`src/rtl/spi_pwm_multi.sv`:
```
// spi_pwm_multi: multi-channel edge/center PWM with double-buffered duties, configured over a mode-0 SPI slave
module spi_pwm_multi #(
    parameter int CHANNELS = 4,
    parameter int WIDTH    = 8
) (
    input  logic                clk,
    input  logic                reset,
    input  logic                sclk,
    input  logic                ss_n,
    input  logic                mosi,
    output logic                miso,
    output logic [CHANNELS-1:0] pwm_out,
    output logic                period_start
);
    logic [2:0]       sclk_sync, ss_sync;
    logic [1:0]       mosi_sync;
    logic             active, wr_pend, miso_q;
    logic [4:0]       bit_cnt;
    logic [23:0]      rx;
    logic [15:0]      tx, rd_data;
    logic [6:0]       rd_addr, wr_addr;
    logic             sclk_rise, sclk_fall, ss_fall, ss_high, shift_in, shift_out, commit, ctrl_wr;
    logic [1:0]       ctrl;
    logic [7:0]       prescale, pre_cnt;
    logic [WIDTH-1:0] period, period_s, cnt, cnt_n;
    logic [WIDTH-1:0] duty [CHANNELS];
    logic [WIDTH-1:0] duty_s [CHANNELS];
    logic [CHANNELS-1:0] pwm_cmp;
    logic             en, center, dir, dir_n, tick, wrap, at_top, at_zero;

    assign sclk_rise = sclk_sync[1] & ~sclk_sync[2];
    assign sclk_fall = ~sclk_sync[1] & sclk_sync[2];
    assign ss_fall   = ~ss_sync[1] & ss_sync[2];
    assign ss_high   = ss_sync[1];
    assign shift_in  = active & ~ss_high & sclk_rise & (bit_cnt < 5'd24);
    assign shift_out = active & ~ss_high & sclk_fall & (bit_cnt >= 5'd8) & (bit_cnt < 5'd24);
    assign rd_addr   = {rx[5:0], mosi_sync[1]};
    assign wr_addr   = rx[22:16];
    assign commit    = wr_pend & ~rx[23];
    assign ctrl_wr   = commit && wr_addr == 7'h00;
    assign miso      = miso_q & ~ss_n;
    assign en        = ctrl[0];
    assign center    = ctrl[1];
    assign tick      = en && pre_cnt >= prescale;
    assign at_top    = cnt >= period_s;
    assign at_zero   = cnt == '0;

    // Two-flop synchronisers plus one delay stage for edge detection; left unreset so a
    // reset with ss_n held low does not look like a fresh frame start.
    always_ff @(posedge clk) begin
        sclk_sync <= {sclk_sync[1:0], sclk};
        ss_sync   <= {ss_sync[1:0], ss_n};
        mosi_sync <= {mosi_sync[0], mosi};
    end

    // SPI framing: shift in on sclk rise, load readback after 8 bits, shift out on sclk fall
    always_ff @(posedge clk) begin
        if (reset) begin
            active  <= 1'b0;
            bit_cnt <= '0;
            wr_pend <= 1'b0;
            rx      <= '0;
            tx      <= '0;
            miso_q  <= 1'b0;
        end else begin
            wr_pend <= shift_in && bit_cnt == 5'd23;
            if (ss_fall) begin
                active  <= 1'b1;
                bit_cnt <= '0;
                tx      <= '0;
                miso_q  <= 1'b0;
            end else if (ss_high) begin
                active <= 1'b0;
            end else if (shift_in) begin
                rx      <= {rx[22:0], mosi_sync[1]};
                bit_cnt <= bit_cnt + 5'd1;
                if (bit_cnt == 5'd7)
                    tx <= rx[6] ? rd_data : '0;
            end else if (shift_out) begin
                miso_q <= tx[15];
                tx     <= {tx[14:0], 1'b0};
            end
        end
    end

    // Readback mux of the active registers, zero-extended to 16 bits
    always_comb begin
        rd_data = rd_addr == 7'h00 ? 16'(ctrl) :
                  rd_addr == 7'h01 ? 16'(prescale) :
                  rd_addr == 7'h02 ? 16'(period) : '0;
        for (int i = 0; i < CHANNELS; i++)
            if (rd_addr == 7'(16 + i))
                rd_data = 16'(duty[i]);
    end

    // Active register file, written one clk after the 24th bit of a write frame
    always_ff @(posedge clk) begin
        if (reset) begin
            ctrl     <= '0;
            prescale <= '0;
            period   <= '1;
            for (int i = 0; i < CHANNELS; i++)
                duty[i] <= '0;
        end else if (commit) begin
            if (wr_addr == 7'h00)
                ctrl <= rx[1:0];
            if (wr_addr == 7'h01)
                prescale <= rx[7:0];
            if (wr_addr == 7'h02)
                period <= rx[WIDTH-1:0];
            for (int i = 0; i < CHANNELS; i++)
                if (wr_addr == 7'(16 + i))
                    duty[i] <= rx[WIDTH-1:0];
        end
    end

    // Next counter state: edge mode wraps at TOP, center mode dwells one tick at TOP and at 0
    always_comb begin
        cnt_n = !center ? (at_top ? '0 : cnt + WIDTH'(1)) :
                !dir    ? (at_top ? cnt : cnt + WIDTH'(1)) :
                          (at_zero ? cnt : cnt - WIDTH'(1));
        dir_n = center && (dir ? !at_zero : at_top);
        wrap  = !center ? at_top : dir ? cnt == WIDTH'(1) : at_top && at_zero;
    end

    // Per-channel compare against the shadow duties
    always_comb begin
        pwm_cmp = '0;
        for (int i = 0; i < CHANNELS; i++)
            pwm_cmp[i] = cnt < duty_s[i];
    end

    // Prescaler, counter, shadow loading and registered outputs
    always_ff @(posedge clk) begin
        if (reset) begin
            pre_cnt      <= '0;
            cnt          <= '0;
            dir          <= 1'b0;
            pwm_out      <= '0;
            period_start <= 1'b0;
            period_s     <= '1;
            for (int i = 0; i < CHANNELS; i++)
                duty_s[i] <= '0;
        end else begin
            pre_cnt      <= (en && !tick) ? pre_cnt + 8'd1 : 8'd0;
            cnt          <= !en ? '0 : tick ? cnt_n : cnt;
            dir          <= (!en || ctrl_wr) ? 1'b0 : tick ? dir_n : dir;
            pwm_out      <= en ? pwm_cmp : '0;
            period_start <= tick && wrap;
            if (!en || (tick && wrap)) begin
                period_s <= period;
                duty_s   <= duty;
            end
        end
    end
endmodule

```
`config.mk`:
```
export PLATFORM = sky130hd
export DESIGN_NAME = spi_pwm_multi
export DESIGN_NICKNAME = d
export VERILOG_FILES = /design/src/rtl/spi_pwm_multi.sv
export SDC_FILE = /design/constraint.sdc
export NUM_CORES = 1
export LEC_CHECK = 0
export CORE_MARGIN = 4
export CORE_UTILIZATION = 55
export CTS_BUF_LIST = sky130_fd_sc_hd__clkbuf_8
export DETAILED_ROUTE_END_ITERATION = 7
export PLACE_DENSITY = 0.74
export SLEW_MARGIN = 20
export SYNTH_ARGS = -nofsm -noshare
export SYNTH_HDL_FRONTEND = slang
export SYNTH_SLANG_ARGS = --single-unit
```
`constraint.sdc`:
```
create_clock -name clk -period 2 [get_ports clk]
set_input_delay 0.6 -clock clk [delete_from_list [all_inputs] [get_ports clk]]
set_output_delay 0.6 -clock clk [all_outputs]
set_load 0.02 [all_outputs]
```
# ---- After elaboration in Yosys (flattened, before gate mapping)
# Index checks and enable logic that the tools add are counted.
dict set report totals {
  latch_bits 0
  romBits 0
  reg_bits 168
  out_inout_bits 6
  inputBits 5
  n_memories 0
  elab_cells 130
  ramBits 0
}
dict set report op_classes {
  reduce_logical 33
  eq_ne 18
  n_lt_le_gt_ge 8
  multipliers 0
  add_sub_neg 4
  n_shift 0
  mux 21
  n_div 0
  bitwise_logic 20
}
# cell count
set ops {}
lappend ops {{16-bit two-way mux} 7}
lappend ops {{8-bit two-way mux} 9}
lappend ops {{7-bit by 5-bit equality test with 1-bit output, second input constant} 8}
lappend ops {{8-bit less-than comparator} 4}
lappend ops {{8-bit by 1-bit adder with 8-bit output, second input constant} 2}
lappend ops {{8-bit greater-or-equal comparator} 2}
lappend ops {{2-bit AND reduction} 8}
lappend ops {{7-bit by 1-bit equality test with 1-bit output, second input constant} 2}
lappend ops {{7-bit by 2-bit equality test with 1-bit output, second input constant} 2}
lappend ops {{7-bit zero test} 2}
lappend ops {{3-bit AND reduction} 4}
lappend ops {{1-bit AND} 11}
lappend ops {{1-bit NOT} 9}
lappend ops {{8-bit by 1-bit equality test with 1-bit output, second input constant} 1}
lappend ops {{8-bit zero test} 1}
lappend ops {{2-bit OR reduction} 4}
lappend ops {{8-bit by 1-bit subtractor with 8-bit output, second input constant} 1}
lappend ops {{1-bit logical AND} 7}
lappend ops {{3-bit inequality test, second input constant} 2}
lappend ops {{5-bit by 1-bit adder with 5-bit output, second input constant} 1}
lappend ops {{5-bit by 3-bit equality test with 1-bit output, second input constant} 1}
lappend ops {{5-bit equality test, second input constant} 1}
lappend ops {{5-bit by 4-bit greater-or-equal comparator with 1-bit output, second input constant} 1}
lappend ops {{5-bit less-than comparator, second input constant} 1}
lappend ops {{other kinds (5)} 13}

# ---- Depth between registers and ports, before layout
dict set report logic_depth {
  ltp_word 11
  mapped_depth 11
  mapped_depth_nobuf 9
}

# ---- Least setup slack after synthesis
# No wires, ideal clock.
dict set report synth_path {
  path_kind {register to register}
  from {register cnt[0]}
  to {register cnt[3]}
  setup_slack_ns -0.267
  path_stages_with_launch 11
  setup_time_ns 0.086
  path_buffers 1
  required_time_ns 1.914
  arrival_ns 2.181
  synth_period_minus_slack_ns 2.267
  path_cell_list {dfxtp_1 > inv_1 > ha_1 > nand2b_1 > a31oi_1 > o211ai_1 > o211ai_1 > and2_1 > buf_2 > nor2_1 > a211oi_1}
}
dict set report synth_between {
  elab_chain_cells 4
  word_cells_on_any_way 12
  classes_between {add/sub: 2; order compare: 1; eq/ne: 2; mux: 5; reduce/logical: 2}
}
# item line
set synth_lines {}
lappend synth_lines {{start: declaration} 25} ;# logic [WIDTH-1:0] period, period_s, cnt, cnt_n;
lappend synth_lines {{start signal: assignment} 146} ;# cnt <= !en ? '0 : tick ? cnt_n : cnt;
lappend synth_lines {{8-bit by 1-bit adder with 8-bit output / 8-bit by 1-bit subtractor with 8-bit output (equally long branches)} {119, 120, 121}}
lappend synth_lines {{8-bit two-way mux (on tied branches)} {120, 121}}
lappend synth_lines {{8-bit two-way mux} 120} ;# !dir ? (at_top ? cnt : cnt + WIDTH'(1)) :
lappend synth_lines {{8-bit two-way mux} 119} ;# cnt_n = !center ? (at_top ? '0 : cnt + WIDTH'(1)) :
# Several ways; a longest one is shown, not always the timed one. The select of a mux whose other input is x is not followed.
# A chain may end at the register's enable or synchronous reset.

# ---- Worst setup path in the final report
dict set report layout_path {
  from {register cnt[4]}
  to {register period_s[3]}
}
dict set report layout_between {
  elab_chain_cells 6
  word_cells_on_any_way 8
  classes_between {order compare: 1; eq/ne: 1; mux: 2; reduce/logical: 4}
}
# item line
set layout_lines {}
lappend layout_lines {{8-bit greater-or-equal comparator / 8-bit zero test (equally long branches)} {45, 46}}
lappend layout_lines {{1-bit logical AND} 123} ;# wrap = !center ? at_top : dir ? cnt == WIDTH'(1) : at_top && at_zero;
lappend layout_lines {{1-bit two-way mux} 123}
lappend layout_lines {{1-bit two-way mux (*)} 123}
lappend layout_lines {{1-bit logical AND (*)} 150} ;# if (!en || (tick && wrap)) begin
lappend layout_lines {{1-bit logical OR (*)} 150}
lappend layout_lines {{end signal: assignment} 151} ;# period_s <= period;
lappend layout_lines {{end: declaration} 25}
# Every way passes the cells marked *; elsewhere a longest branch is shown, timed or not.

==> flow_summary.toml <==
[sta]
rsz0062_at_grt = "true"
hold_viol_final = 0
finalCritPeriodShare_pct = 111
slew_headroom_pct = 63.1
setup_viol = 49
finClkSkew_ns = 0.0116
slew_viol_final = 0
min_period_ns = 2.22
tightest_slew_ns = 0.553
fin_ws_ns = -0.215
max_freq_ghz = 0.451

[yosys]
synth_top_area_cell = "dfxtp_1"
synth.net_count = 978
avgSynthCellArea_um2 = 8.70
synth_seq_cells = 168
syn-cell-area_um2 = 8020
synth_edf_count = 0
syn_inst = 922
ys_async_sr_fraction_pct = 0
yosysTopAreaCellShare_pct = 41.9
synth_warnings = 0
synth_flop_cell = "dfxtp_1"
synth_area_leaders = "dfxtp_1, mux2i_1, ha_1"
synth-seq-area-share_pct = 41.9
synth.distinct_cells = 61

[critical_path]
crit_family = "compound AO/OA/AOI/OAI gates"
cpPeakStageDelay_ns = 0.37
worstPathArrival_ns = 2.56
cp_cell_sequence = "ha_4 -> a21o_1 -> a31oi_1 -> o211ai_1 -> a32oi_2 -> o21ai_4 -> buf_12 -> buf_12 -> a211o_1"
slowest_stage = "dfxtp_4"
crit_fanout = 16
critPathLaunchType = "register"
cp_common_cell = "buf_12"
endpoint_kind = "register"
crit_type = "register to register"
critPathBufInv = 2
required_ns = 2.34

[die]
die_h_um = 129
row_count = 43
start_util_pct = 56.9
die_area_um2 = 16600
fp.coreArea_um2 = 14100
die_w_um = 129
ios = 11

[global_route]
grt_pass1_vias = 6553
grt_start_max_net_pins = 85
grt.total_usage_pct = 23.7
grt_pass1_wl_mm = 31.4
gr-total-overflow = 0
antenna_found_initial = 0

[route]
wl_mm = 19.1
via_per_inst = 5.64
drt_drc_violations_left = 0
drt_iter0_drc = 502
first_pass_iters = 5
postRouteAntennaNets = 0
num_vias = 6701
wire_per_inst_um = 16.1

[clock_tree]
cts_buffers = 17
htreeDepth = 4
clockRootBuffer = "clkbuf_8"
cts.sinks = 168
cts_tree = "built"
clk_latency_ns = 0.45
ctsLongestPathBuffers = 2
holdBufCountCts = 0
clk_pin_slew_ns = 0.08

[layout]
area_growth_pct = 21.6
finish.utilization_pct = 69.2
finalNonFillerCells = 1189
final_cell_mix = "dfxtp_1, nand2_1, nor2_1"
fin_nets = 1054
layout_commonest_cell = "dfxtp_1"
layout-drive-gt1-share_pct = 21.2
antenna_cells = 0

[power_and_ir_drop]
p_leak_nw = 4.03
peakVddDrop_mv = 0.391
p_per_area_nw_per_um2 = 593

[worst_hold_path]
min_path_type = "register to register"

[run_status]
failed_checks = "setup timing"
status = "finished, violations left"

[flow_run]
cap_viol_max_count = 0

[placement]
post-place-cells = 1144
io_buffers = 10
dp_hpwl_mm = 12.8
gp_congestion = 0.850
[worst reg2reg max path: stages (launching register included)]
cell and delay (ns):
dfxtp_4 0.37, ha_4 0.24, a21o_1 0.18, a31oi_1 0.18, o211ai_1 0.16, a32oi_2 0.28, o21ai_4 0.08, buf_12 0.16
buf_12 0.15, a211o_1 0.30
[area by class of cell]
| class | count | area, µm² |
|---|---|---|
| flip-flops and latches | 168 | 3390 |
| inverters | 58 | 220 |
| well taps | 180 | 225 |
| fillers | 1126 | 4350 |
| repair buffers | 111 | 1000 |
| multi-input cells | 642 | 4540 |
| clock buffers | 19 | 262 |
| clock inverters | 11 | 109 |
[logic make-up (layout without fill, tap and decap cells)]
| family | after synthesis | count (layout) | synth area share [%] |
|---|---|---|---|
| compound gates | 188 | 188 | 15.2 |
| xor+xnor | 14 | 14 | 1.53 |
| fa+ha+maj | 51 | 51 | 7.96 |
| buf+inv | 113 | 199 | 5.87 |
| flops | 168 | 168 | 41.9 |
| mux | 78 | 78 | 9.91 |
| simple gates | 310 | 311 | 17.6 |
[routing by layer]
layer  wire [µm]  share of wire [%]  track usage [%]
met4         644                3.4             11.0
met1        8520                 45             30.7
met2        9210                 48             38.6
met3         760                4.0             4.03
met5           0                  0                0
[timing repair]
item / 4_1_cts / 5_1_grt
endpoints found under the setup margin: 62 / 65
pin swaps: 22 / 10
buffers inserted: 10 / 2
cloned: 4 / 0
resized for setup: 51 / 37
endpoints found under the hold margin: 0 / 0
[cell usage after synthesis (7+ instances only)]
master / count
nor2b_1: 16
ha_1: 51
dfxtp_1: 168
nand2b_1: 7
mux2i_1: 76
clkbuf_1: 37
or3_1: 10
nand2_1: 112
nand3_1: 19
a211o_1: 16
nor2_1: 110
a2111oi_0: 7
nor3_1: 8
buf_2: 10
inv_1: 58
a21oi_1: 74
xor2_1: 8
o21ai_0: 32
[state kept, by name, indices dropped and copies added, names as in the netlist, 2 cells and up]
| register | flops |
|---|---|
| ctrl | 2 |
| prescale | 8 |
| bit_cnt | 5 |
| tx | 16 |
| pwm_out | 4 |
| period | 8 |
| ss_sync | 3 |
| duty_s | 32 |
| duty | 32 |
| cnt | 8 |
| period_s | 8 |
| sclk_sync | 3 |
| mosi_sync | 2 |
| pre_cnt | 8 |
| rx | 24 |
[path summary, 6_finish.rpt]
kind,from,endpoint,slack [ns],cells after the start
setup / recovery,cnt[4]$_SDFFE_PP0P_,period_s[3]$_SDFFE_PP1P_,-0.22,9
hold / removal,mosi_sync[0]$_DFF_P_,mosi_sync[1]$_DFF_P_,0.33,0
setup reg to reg,cnt[4]$_SDFFE_PP0P_,period_s[3]$_SDFFE_PP1P_,-0.22,9
hold reg to reg,mosi_sync[0]$_DFF_P_,mosi_sync[1]$_DFF_P_,0.33,0
[stage by stage]
| stage | setup slack (ns) | hold slack [ns] | power (mW) | setup TNS [ns] | cell area, µm² |
|---|---|---|---|---|---|
| 5_1_grt | -0.355 | 0.333 | 5.97 | -12.15 | 9750 |
| 3_5_place_dp | -0.333 | 0.312 | 3.54 | -10.07 | 8900 |
| 6_report | -0.215 | 0.329 | 5.79 | -7.15 | 9750 |
| 4_1_cts | -0.138 | 0.331 | 5.82 | -3.62 | 9610 |
| 2_1_floorplan | -0.107 | 0.310 | 3.50 | -3.10 | 8120 |
| 3_3_place_gp | -0.338 | 0.311 | 3.53 | -8.84 | 8900 |
[power breakdown]
| part | switching, mW | internal (mW) |
|---|---|---|
| registers | 0.00819 | 3.35 |
| logic | 0.0686 | 0.0336 |
| clock network | 1.19 | 1.14 |
Note: power is estimated with default switching activity, not from simulation.
